$ cat config.mk
export PLATFORM = sky130hd
export DESIGN_NAME = micro_sequencer_flat
export DESIGN_NICKNAME = d
export VERILOG_FILES = /design/src/rtl/micro_pkg.sv /design/src/rtl/micro_sequencer_if.sv /design/src/rtl/micro_decode.sv /design/src/rtl/micro_sequencer.sv /design/src/flat_wrapper.sv
export SDC_FILE = /design/constraint.sdc
export NUM_CORES = 1
export LEC_CHECK = 0
export BUFFER_PORTS_ARGS = -buffer_cell sky130_fd_sc_hd__buf_2
export CAP_MARGIN = 20
export CORE_MARGIN = 4
export CORE_UTILIZATION = 54
export CTS_BUF_LIST = sky130_fd_sc_hd__clkbuf_4 sky130_fd_sc_hd__clkbuf_8
export CTS_CLUSTER_DIAMETER = 120
export DETAILED_ROUTE_END_ITERATION = 10
export GPL_ROUTABILITY_DRIVEN = 0
export PLACE_DENSITY = 0.88
export SLEW_MARGIN = 15
export SYNTH_ARGS = -nofsm -noshare
export SYNTH_HDL_FRONTEND = slang
export SYNTH_SLANG_ARGS = --single-unit
$ cat constraint.sdc
create_clock -name clk -period 2.05 [get_ports clk]
set_input_delay 0 -clock clk [delete_from_list [all_inputs] [get_ports clk]]
set_output_delay 0 -clock clk [all_outputs]
set_load 0.005 [all_outputs]
$ cat src/rtl/micro_pkg.sv
// Shared encodings for the microcode sequencer and the datapath blocks it drives.
package micro_pkg;

  localparam int unsigned CTRL_W  = 16;
  localparam int unsigned STAGE_W = 3;
  localparam int unsigned OP_W    = 4;

  // Stage encoding: T0..T5 are the instruction T-states, HALT and IDLE are parking states.
  typedef enum logic [STAGE_W-1:0] {
    ST_T0   = 3'd0,
    ST_T1   = 3'd1,
    ST_T2   = 3'd2,
    ST_T3   = 3'd3,
    ST_T4   = 3'd4,
    ST_T5   = 3'd5,
    ST_HALT = 3'd6,
    ST_IDLE = 3'd7
  } stage_e;

  // Opcodes; anything else decodes as NOP.
  localparam logic [OP_W-1:0] OP_HLT = 4'd0;
  localparam logic [OP_W-1:0] OP_NOP = 4'd1;
  localparam logic [OP_W-1:0] OP_ADD = 4'd2;
  localparam logic [OP_W-1:0] OP_SUB = 4'd3;
  localparam logic [OP_W-1:0] OP_LDA = 4'd4;
  localparam logic [OP_W-1:0] OP_OUT = 4'd5;
  localparam logic [OP_W-1:0] OP_STA = 4'd6;
  localparam logic [OP_W-1:0] OP_JMP = 4'd7;
  localparam logic [OP_W-1:0] OP_JC  = 4'd8;
  localparam logic [OP_W-1:0] OP_JZ  = 4'd9;

  // Control word bit positions (suffix _N = active low).
  localparam int unsigned SIG_FLAGS_LOAD      = 15;
  localparam int unsigned SIG_PC_INC          = 14;
  localparam int unsigned SIG_PC_EN           = 13;
  localparam int unsigned SIG_PC_LOAD         = 12;
  localparam int unsigned SIG_MAR_ADDR_LOAD_N = 11;
  localparam int unsigned SIG_MAR_MEM_LOAD_N  = 10;
  localparam int unsigned SIG_RAM_EN_N        = 9;
  localparam int unsigned SIG_RAM_LOAD_N      = 8;
  localparam int unsigned SIG_IR_LOAD_N       = 7;
  localparam int unsigned SIG_IR_EN_N         = 6;
  localparam int unsigned SIG_REGA_LOAD_N     = 5;
  localparam int unsigned SIG_REGA_EN         = 4;
  localparam int unsigned SIG_ADDER_SUB       = 3;
  localparam int unsigned SIG_REGB_EN         = 2;
  localparam int unsigned SIG_REGB_LOAD_N     = 1;
  localparam int unsigned SIG_OUT_LOAD_N      = 0;

  // All active-low controls deasserted, all active-high controls low.
  localparam logic [CTRL_W-1:0] IDLE_WORD = 16'h0FE3;

  // Fold out-of-range opcodes (high bits set, or 10..15) onto NOP.
  function automatic logic [OP_W-1:0] op_norm(input logic [OP_W-1:0] op_lo, input logic hi_set);
    if (hi_set || (op_lo > OP_JZ)) return OP_NOP;
    return op_lo;
  endfunction

endpackage

$ cat src/rtl/micro_sequencer_if.sv
// Sequencer <-> IR/flags/datapath bundle.
interface micro_sequencer_if #(
  parameter int unsigned OPCODE_W = 4,
  parameter int unsigned CNT_W    = 16
);
  logic [OPCODE_W-1:0] opcode;
  logic                flag_c;
  logic                flag_z;
  logic                resume;
  logic [15:0]         ctrl;
  logic [2:0]          stage;
  logic                halted;
  logic                instr_done;
  logic [CNT_W-1:0]    instr_count;

  // Sequencer side.
  modport master (
    input  opcode, flag_c, flag_z, resume,
    output ctrl, stage, halted, instr_done, instr_count
  );

  // Datapath / observer side.
  modport slave (
    output opcode, flag_c, flag_z, resume,
    input  ctrl, stage, halted, instr_done, instr_count
  );
endinterface

$ cat src/rtl/micro_decode.sv
// Combinational microcode ROM: control word and last-stage flag for a given stage.
module micro_decode
  import micro_pkg::*;
#(
  parameter int unsigned OPCODE_W = 4,
  parameter bit          VAR_LEN  = 1'b1
) (
  input  stage_e              stage,
  input  logic [OPCODE_W-1:0] opcode,
  input  logic                flag_c,
  input  logic                flag_z,
  output logic [CTRL_W-1:0]   ctrl_next,
  output logic                is_last
);

  logic [OP_W-1:0] op;
  logic            hi_set;
  logic            taken;
  stage_e          last_st;

  // Opcode normalisation and branch resolution.
  always_comb begin
    hi_set = ((opcode >> 4) != '0);
    op     = op_norm(opcode[OP_W-1:0], hi_set);
    taken  = (op == OP_JMP) || ((op == OP_JC) && flag_c) || ((op == OP_JZ) && flag_z);
  end

  // Final stage of the current instruction.
  always_comb begin
    case (op)
      OP_HLT, OP_NOP:                 last_st = ST_T2;
      OP_OUT, OP_JMP, OP_JC, OP_JZ:   last_st = ST_T3;
      OP_LDA:                         last_st = ST_T4;
      default:                        last_st = ST_T5;
    endcase
    // Legacy timing pads everything to T5; HLT still parks after fetch.
    if (!VAR_LEN && (op != OP_HLT)) last_st = ST_T5;
    is_last = (stage == last_st);
  end

  // Control word: start from idle, modify only the listed bits.
  always_comb begin
    ctrl_next = IDLE_WORD;
    case (stage)
      ST_T0: begin
        ctrl_next[SIG_PC_EN]           = 1'b1;
        ctrl_next[SIG_MAR_ADDR_LOAD_N] = 1'b0;
      end
      ST_T1: ctrl_next[SIG_PC_INC] = 1'b1;
      ST_T2: begin
        ctrl_next[SIG_RAM_EN_N]  = 1'b0;
        ctrl_next[SIG_IR_LOAD_N] = 1'b0;
      end
      ST_T3: begin
        if ((op == OP_ADD) || (op == OP_SUB) || (op == OP_LDA) || (op == OP_STA)) begin
          ctrl_next[SIG_IR_EN_N]         = 1'b0;
          ctrl_next[SIG_MAR_ADDR_LOAD_N] = 1'b0;
        end else if (op == OP_OUT) begin
          ctrl_next[SIG_REGA_EN]    = 1'b1;
          ctrl_next[SIG_OUT_LOAD_N] = 1'b0;
        end else if (taken) begin
          ctrl_next[SIG_IR_EN_N]  = 1'b0;
          ctrl_next[SIG_PC_LOAD]  = 1'b1;
        end
      end
      ST_T4: begin
        if ((op == OP_ADD) || (op == OP_SUB)) begin
          ctrl_next[SIG_RAM_EN_N]    = 1'b0;
          ctrl_next[SIG_REGB_LOAD_N] = 1'b0;
        end else if (op == OP_LDA) begin
          ctrl_next[SIG_RAM_EN_N]    = 1'b0;
          ctrl_next[SIG_REGA_LOAD_N] = 1'b0;
        end else if (op == OP_STA) begin
          ctrl_next[SIG_REGA_EN]        = 1'b1;
          ctrl_next[SIG_MAR_MEM_LOAD_N] = 1'b0;
        end
      end
      ST_T5: begin
        if ((op == OP_ADD) || (op == OP_SUB)) begin
          ctrl_next[SIG_REGB_EN]     = 1'b1;
          ctrl_next[SIG_REGA_LOAD_N] = 1'b0;
          ctrl_next[SIG_FLAGS_LOAD]  = 1'b1;
          ctrl_next[SIG_ADDER_SUB]   = (op == OP_SUB);
        end else if (op == OP_STA) begin
          ctrl_next[SIG_RAM_LOAD_N] = 1'b0;
        end
      end
      default: ctrl_next = IDLE_WORD;
    endcase
  end

endmodule

$ cat src/rtl/micro_sequencer.sv
// Microcode sequencer: stage register, halt/resume, retirement counter; updates on the falling edge.
module micro_sequencer
  import micro_pkg::*;
#(
  parameter int unsigned OPCODE_W = 4,
  parameter bit          VAR_LEN  = 1'b1,
  parameter int unsigned CNT_W    = 16
) (
  input  logic                clk,
  input  logic                rst,
  micro_sequencer_if.master   bus
);

  stage_e             stage_q;
  stage_e             stage_nxt;
  logic [CTRL_W-1:0]  ctrl_q;
  logic [CTRL_W-1:0]  ctrl_nxt;
  logic               halted_q;
  logic               done_q;
  logic               hlt_q;
  logic               last_nxt;
  logic               hlt_nxt;
  logic [CNT_W-1:0]   count_q;

  // Next-stage selection; done_q marks the current stage as the instruction's last.
  always_comb begin
    case (stage_q)
      ST_IDLE: stage_nxt = ST_T0;
      ST_HALT: stage_nxt = bus.resume ? ST_T0 : ST_HALT;
      default: begin
        if (done_q)                stage_nxt = hlt_q ? ST_HALT : ST_T0;
        else if (stage_q == ST_T5) stage_nxt = ST_T0;
        else                       stage_nxt = stage_e'(stage_q + 3'd1);
      end
    endcase
  end

  micro_decode #(
    .OPCODE_W (OPCODE_W),
    .VAR_LEN  (VAR_LEN)
  ) u_decode (
    .stage     (stage_nxt),
    .opcode    (bus.opcode),
    .flag_c    (bus.flag_c),
    .flag_z    (bus.flag_z),
    .ctrl_next (ctrl_nxt),
    .is_last   (last_nxt)
  );

  // HLT retires at T2 like any instruction but parks instead of refetching.
  assign hlt_nxt = last_nxt && (bus.opcode == OPCODE_W'(OP_HLT));

  // Stage and outputs registered together so ctrl always matches stage.
  always_ff @(negedge clk or posedge rst) begin
    if (rst) begin
      stage_q  <= ST_IDLE;
      ctrl_q   <= IDLE_WORD;
      halted_q <= 1'b0;
      done_q   <= 1'b0;
      hlt_q    <= 1'b0;
      count_q  <= '0;
    end else begin
      stage_q  <= stage_nxt;
      ctrl_q   <= ctrl_nxt;
      halted_q <= (stage_nxt == ST_HALT);
      done_q   <= last_nxt;
      hlt_q    <= hlt_nxt;
      if (done_q) count_q <= count_q + CNT_W'(1);
    end
  end

  assign bus.ctrl        = ctrl_q;
  assign bus.stage       = stage_q;
  assign bus.halted      = halted_q;
  assign bus.instr_done  = done_q;
  assign bus.instr_count = count_q;

endmodule
$ cat src/flat_wrapper.sv
// flat-port wrapper written by rule: the top's interface ports become plain ports
module micro_sequencer_flat import micro_pkg::*;
#(
  parameter int unsigned OPCODE_W = 4,
  parameter bit          VAR_LEN  = 1'b1,
  parameter int unsigned CNT_W    = 16
)
  (clk, rst, bus_opcode, bus_flag_c, bus_flag_z, bus_resume, bus_ctrl, bus_stage, bus_halted, bus_instr_done, bus_instr_count);
  micro_sequencer_if #(.OPCODE_W(OPCODE_W), .CNT_W(CNT_W)) bus_i ();
  input  logic clk;
  input  logic rst;
  input wire logic [$bits(bus_i.opcode)-1:0] bus_opcode;
  input wire logic [$bits(bus_i.flag_c)-1:0] bus_flag_c;
  input wire logic [$bits(bus_i.flag_z)-1:0] bus_flag_z;
  input wire logic [$bits(bus_i.resume)-1:0] bus_resume;
  output wire logic [$bits(bus_i.ctrl)-1:0] bus_ctrl;
  output wire logic [$bits(bus_i.stage)-1:0] bus_stage;
  output wire logic [$bits(bus_i.halted)-1:0] bus_halted;
  output wire logic [$bits(bus_i.instr_done)-1:0] bus_instr_done;
  output wire logic [$bits(bus_i.instr_count)-1:0] bus_instr_count;
  assign bus_i.opcode = bus_opcode;
  assign bus_i.flag_c = bus_flag_c;
  assign bus_i.flag_z = bus_flag_z;
  assign bus_i.resume = bus_resume;
  assign bus_ctrl = bus_i.ctrl;
  assign bus_stage = bus_i.stage;
  assign bus_halted = bus_i.halted;
  assign bus_instr_done = bus_i.instr_done;
  assign bus_instr_count = bus_i.instr_count;
  micro_sequencer #(.OPCODE_W(OPCODE_W), .VAR_LEN(VAR_LEN), .CNT_W(CNT_W)) u_core (.clk(clk), .rst(rst), .bus(bus_i));
endmodule
==> results_dict.tcl, run 1 <==
set metrics [dict create \
    p_leak_nw 1.213 \
    critical_path.max_fanout 2 \
    dr.pass1.iters 4 \
    maxSlewViolCount 0 \
    ys_ff_latch 37 \
    cp-end-kind "primary output" \
    drc 0 \
    holdBufCountCts 0 \
    io_buffers 45 \
    vdd_ir_drop_max_mv 0.8164 \
    holdWs_ps 420.9 \
    crit_chain "buf_6 > buf_6" \
    cp_slowest_cell "dfstp_2" \
    cts.sinks 37 \
    violations "negative setup slack" \
    synthAdderAreaFrac 0.01478 \
    setup_viol 5 \
    cts_tree "done" \
    critPathMostFrequentCell "buf_6" \
    hold_class "reg2reg" \
    synthesis.instances 152 \
    grt_usage 0.1946 \
    drtIter0Drc 69 \
    critical-path-max-stage-delay_ps 540 \
    dp.cells 251 \
    num_vias 1463 \
    htreeDepth 2 \
    hold_viol_final 0 \
    antenna_cells 0 \
    synth_nets 163 \
    synth_top_area_share 0.3695 \
    ant_nets 0 \
    fin_skew_ps 124.4 \
    synthSimpleGateAreaFrac 0.2195 \
    grt_max_degree 38 \
    yosysUniqueCellTypes 38 \
    ys.warnings.count 0 \
    finalPower_mw 2.894 \
    rsz0062_at_grt "true" \
    ys_top_cells_by_area "dfrtn_1 37%, dfstp_2 19%, xnor2_1 6.7%" \
    fillers 202 \
    final_cell_mix "39 x buf_2, 25 x dfrtn_1, 20 x buf_4, 19 x inv_1, 14 x nor2_1" \
    placed_cell_area_um2 2090 \
    crit_required_ps 2050 \
    drt-wirelength-per-cell_um 14.55 \
    syn_to_final_growth_pct 37.69 \
    synth_xor_area_frac 0.08278 \
    cts_buffer_depth 2 \
    num_rows 20 \
    critPathKind "reg2out" \
    routed_wl_um 4074 \
    design.core.area_um2 3028 \
    die_h_um 63.99 \
    drv_cap 0 \
    grt_pass1_vias 1354 \
    relSlewSlack 0.5638 \
    layout.nets 246 \
    cts_root_buf "clkbuf_4" \
    cpLargestDelayFamily "flip-flops" \
    stdcell_count 280 \
    status "finished with violations" \
    critPathArrivalTime_ps 2190 \
    p_per_area_nw_per_um2 1242 \
    utilization 0.7698 \
    fin_setup_tns_ps -257.9 \
    grt_pass1_wl_um 6127 \
    antenna_found_initial 0 \
    cp-start-kind "flip-flop" \
    clk_latency_ps 440 \
    layout.cells.most_common "buf_2" \
    die-area_um2 4095 \
    avgSynthCellArea_um2 11.14 \
    synth_area_um2 1693 \
    synth-compound-area-share 0.06652 \
    die_x_um 63.99 \
    drive_gt1_frac 0.4364 \
    clkTransAtPathRegs_ps 90 \
    fin_ws_ps -143.9 \
    start_util 0.5591 \
    crit_buf_inv 2 \
    synth-seq-area-share 0.5558 \
    synth_largest_area_cell "dfrtn_1" \
    vias_per_cell 5.225 \
    worstMarginPinSlew_ps 647.5 \
    boundaryPins 46 \
    dp_slack_ps -112.5 \
    design_area_um2 2331 \
    grt_overflow 0 \
    dp_hpwl_um 2668 \
    synth_top_family_by_area "simple AND/OR/NAND/NOR gates" \
    numCtsBuffers 5 \
    synthMuxAreaShare 0.03104 \
]
==> per-layer routing <==
layer	GRT usage	vias to the layer above	wire length, um
met3	0.05097	18	273
met4	0.09973	0	169
met2	0.3071	56	2001
met1	0.2448	699	1630
li1	-	690	-
met5	0	-	0
==> power by group <==
part / switching [mW] / internal, mW / total [mW] / leakage, nW
clock network: 0.316 / 0.190 / 0.506 / 0.100
registers: 0.107 / 0.930 / 1.04 / 0.464
logic: 0.671 / 0.681 / 1.35 / 0.649
==> worst register-to-register path, stage by stage, from the launching register on <==
cell and delay, ps:
dfstp_2 540, and2_1 130, ha_1 230, mux2i_1 160, and4bb_2 300, nor2_4 200, nand2b_4 90, and3_1 150
==> cell families after synthesis <==
kind of cell | Yosys count
AND/OR/NAND/NOR | 66
flip-flops | 37
XOR/XNOR | 16
AO/OA/AOI/OAI | 14
buffers and inverters | 12
multiplexers | 5
adder cells (fa/ha/maj) | 2
==> sequential cells by signal, indices dropped and copies added (netlist names) <==
signal,flops
u_core.hlt_q,1
u_core.bus.stage,3
u_core.bus.instr_done,1
u_core.bus.halted,1
u_core.bus.instr_count,16
u_core.bus.ctrl,15
==> final timing paths <==
path,from,end,slack (ps),cells after the start
worst max-delay path,u_core.bus.stage[1]$_DFF_NP1_,bus_stage[1],-140,2
worst min-delay path,u_core.bus.instr_count[15]$_DFFE_NP0P_,u_core.bus.instr_count[15]$_DFFE_NP0P_,420,1
worst max register to register,u_core.bus.stage[1]$_DFF_NP1_,u_core.hlt_q$_DFF_NP0_,-20,7
worst min register to register,u_core.bus.instr_count[15]$_DFFE_NP0P_,u_core.bus.instr_count[15]$_DFFE_NP0P_,420,1
max in group asynchronous,rst,u_core.bus.ctrl[8]$_DFF_NP1_,1120,3
min in group asynchronous,rst,u_core.bus.instr_done$_DFF_NP0_,600,3
==> timing repair <==
action,CTS,global route
pin swaps,0,4
setup endpoints to repair,5,19
setup buffers,5,6
resized for setup,5,9
==> layout make-up <==
class	instances	area (um^2)	share of cell area
Multi-Input combinational cell	103	740.7	0.3178
Timing Repair Buffer	69	466.7	0.2002
Clock buffer	7	52.55	0.02254
Sequential cell	37	940.9	0.4036
Inverter	7	26.28	0.01127
Tap cell	44	55.05	0.02362
Clock inverter	13	48.80	0.02093
==> cells in the mapped netlist, drive strengths merged <==
cell,instances
dfstp,12
nand2b,2
a21boi,1
ha,2
o21bai,1
nor3,4
and2,3
xnor2,13
a21bo,1
a2111oi,1
o21ai,4
a21oi,3
and4bb,2
inv,8
and3,5
nand2,11
buf,2
and4,1
nand4,8
mux2i,3
xor2,3
mux2,2
nor3b,1
nor2,15
nor2b,4
dfrtn,25
o21ba,1
a32oi,1
nand3b,1
clkbuf,2
a31oi,1
and3b,1
nor4,1
nand3,7
Note: power is estimated with default switching activity, not from simulation.
==> run 2, diff against run 1 <==
--- a/config.mk
+++ b/config.mk
@@ -13,6 +13,7 @@
 export CTS_CLUSTER_DIAMETER = 120
 export DETAILED_ROUTE_END_ITERATION = 10
 export GPL_ROUTABILITY_DRIVEN = 0
+export GPL_TIMING_DRIVEN = 0
 export PLACE_DENSITY = 0.88
 export SLEW_MARGIN = 15
 export SYNTH_ARGS = -nofsm -noshare
==> run 2 against run 1 <==
Sequential share of layout area up 1.7 points. Sequential cell count unchanged. First-iteration DRC count down 23%. Largest cell class unchanged. The run still ends with negative setup slack left. Global-route usage down 1.6 points. Routed wire length down 8.4%. Highest routed layer unchanged.
==> results_dict.tcl, run 2 (synthesis results as in run 1) <==
set metrics [dict create \
    layout.nets 236 \
    boundaryPins 46 \
    routed_wl_um 3733 \
    crit_buf_inv 1 \
    cp_slowest_cell "dfstp_2" \
    seq_area_um2 940.9 \
    multi_input_area_um2 738.2 \
    die_x_um 63.99 \
    grt_usage 0.1782 \
    maxSlewViolCount 0 \
    holdBufCountCts 0 \
    cts_buffer_depth 2 \
    cts.sinks 37 \
    io_buffers 43 \
    drive_gt1_frac 0.4071 \
    rrSetupSlack_ps -90 \
    design_area_um2 2236 \
    cp-start-kind "flip-flop" \
    hold_depth 1 \
    placed_cell_area_um2 1993 \
    num_rows 20 \
    reg2reg_depth 7 \
    hold_class "reg2reg" \
    whs_endpoint "u_core.bus.instr_count[15]$_DFFE_NP0P_" \
    critPathKind "reg2reg" \
    vdd_ir_drop_max_mv 0.7631 \
    setup_viol 8 \
    power_frac_comb 0.459 \
    cpLargestDelayFamily "simple AND/OR/NAND/NOR gates" \
    antenna_cells 0 \
    antenna_found_initial 0 \
    hold_viol_final 0 \
    r2r-start "u_core.bus.stage[2]$_DFF_NP1_" \
    worstMarginPinSlew_ps 714.7 \
    design.core.area_um2 3028 \
    vias_per_cell 5.141 \
    fin_ws_ps -86.30 \
    grt_pass1_vias 1281 \
    drt-wirelength-per-cell_um 13.83 \
    rsz0062_at_grt "true" \
    fmax_mhz 468.1 \
    fillers 220 \
    hold_start "u_core.bus.instr_count[15]$_DFFE_NP0P_" \
    critical-path-max-stage-delay_ps 540 \
    start_util 0.5591 \
    syn_to_final_growth_pct 32.08 \
    finalCritPeriodShare 1.042 \
    drv_cap 0 \
    crit_chain "buf_4 > ha_1 > mux2i_1 > and4bb_2 > nor2_4 > nand2b_4 > and3_1" \
    layout.cells.most_common "buf_2" \
    cts_root_buf "clkbuf_4" \
    post-route-min-period_ps 2136 \
    swShare 0.3802 \
    p_per_area_nw_per_um2 1253 \
    grt_pass1_wl_um 5754 \
    p_int_mw 1.736 \
    numCtsBuffers 5 \
    clkTransAtPathRegs_ps 80 \
    stdcell_count 270 \
    status "finished with violations" \
    dr.pass1.iters 6 \
    cp-end-kind "flip-flop" \
    clk_latency_ps 400 \
    grt_overflow 0 \
    drtIter0Drc 53 \
    dp_slack_ps -204.2 \
    seqPwrFrac 0.374 \
    clockPowerShare 0.167 \
    p_switching_mw 1.065 \
    fin_skew_ps 73.26 \
    largest_register_ffs 16 \
    ant_nets 0 \
    drc 0 \
    die-area_um2 4095 \
    htreeDepth 2 \
    crit_required_ps 3260 \
    die_h_um 63.99 \
    final_cell_mix "38 x buf_2, 25 x dfrtn_1, 18 x inv_1, 14 x nor2_1, 13 x buf_4" \
    critPathArrivalTime_ps 3340 \
    reg2reg_to "u_core.hlt_q$_DFF_NP0_" \
    relSlewSlack 0.5228 \
    grt_max_degree 38 \
    violations "negative setup slack" \
    p_leak_nw 1.147 \
    holdWs_ps 419.3 \
    cts_tree "done" \
    dp_hpwl_um 2428 \
    critical_path.max_fanout 8 \
    dp.cells 239 \
    num_vias 1388 \
]
run 2: cell types whose count changed in the layout (fill, tap and decap cells not counted), sizes merged:
cell	change
buf	-12
inv	-1
clkinv	+1
clkinvlp	+1
clkbuf	+1
run 2: layer usage:
| metal | wire (um) | vias to the layer above | global-route usage |
|---|---|---|---|
| met3 | 226 | 7 | 0.05272 |
| met2 | 1831 | 43 | 0.2723 |
| met4 | 40 | 0 | 0.05660 |
| met5 | 0 | - | 0 |
| li1 | - | 667 | - |
| met1 | 1634 | 671 | 0.2428 |
run 2: stage by stage:
stage,TNS [ps],util,power (mW)
detailed placement,-515.6,0.6583,2.013
CTS,-62.44,0.7025,2.507
finish,-334.5,0.7384,2.801
floorplan,0,-,1.712
global route,-991.8,0.7384,2.996
global placement,-3836,0.6583,1.984
run 2: how the worst max path moves through the flow:
stage,to,startpoint,cells past startpoint
floorplan,u_core.hlt_q$_DFF_NP0_,bus_opcode[1],6
global placement,u_core.bus.instr_done$_DFF_NP0_,bus_opcode[2],4
detailed placement,u_core.hlt_q$_DFF_NP0_,bus_opcode[2],4
CTS,bus_stage[1],u_core.bus.stage[1]$_DFF_NP1_,1
global route,u_core.bus.ctrl[9]$_DFF_NP1_,u_core.bus.stage[2]$_DFF_NP1_,8
finish,u_core.hlt_q$_DFF_NP0_,u_core.bus.stage[2]$_DFF_NP1_,7
run 2: power groups by stage:
stage	logic, mW	registers (mW)	clock network, mW
2_1_floorplan	0.584	1.09	0.0389
3_3_place_gp	0.853	1.09	0.0389
3_5_place_dp	0.877	1.10	0.0389
4_1_cts	0.999	1.04	0.467
5_1_grt	1.39	1.07	0.536
6_report	1.29	1.05	0.467
run 2: layout make-up:
cell class / count / area share
buffer: 4 / 0.01399
inverter: 7 / 0.01175
timing repair buffer: 55 / 0.1533
tap: 44 / 0.02462
sequential: 37 / 0.4208
clock inverter: 14 / 0.02518
clock buffer: 6 / 0.02015
multi-input combinational: 103 / 0.3302
run 2: worst reg2reg max path: stages (launching register included):
cell and delay [ps]:
dfstp_2 540, buf_4 170, ha_1 240, mux2i_1 190, and4bb_2 310, nor2_4 230
nand2b_4 90, and3_1 160
run 2: what timing repair did:
item                       4_1_cts  5_1_grt
pin swaps                        1        4
setup endpoints to repair        5       14
resized for setup                1        9
setup buffers                    4        8
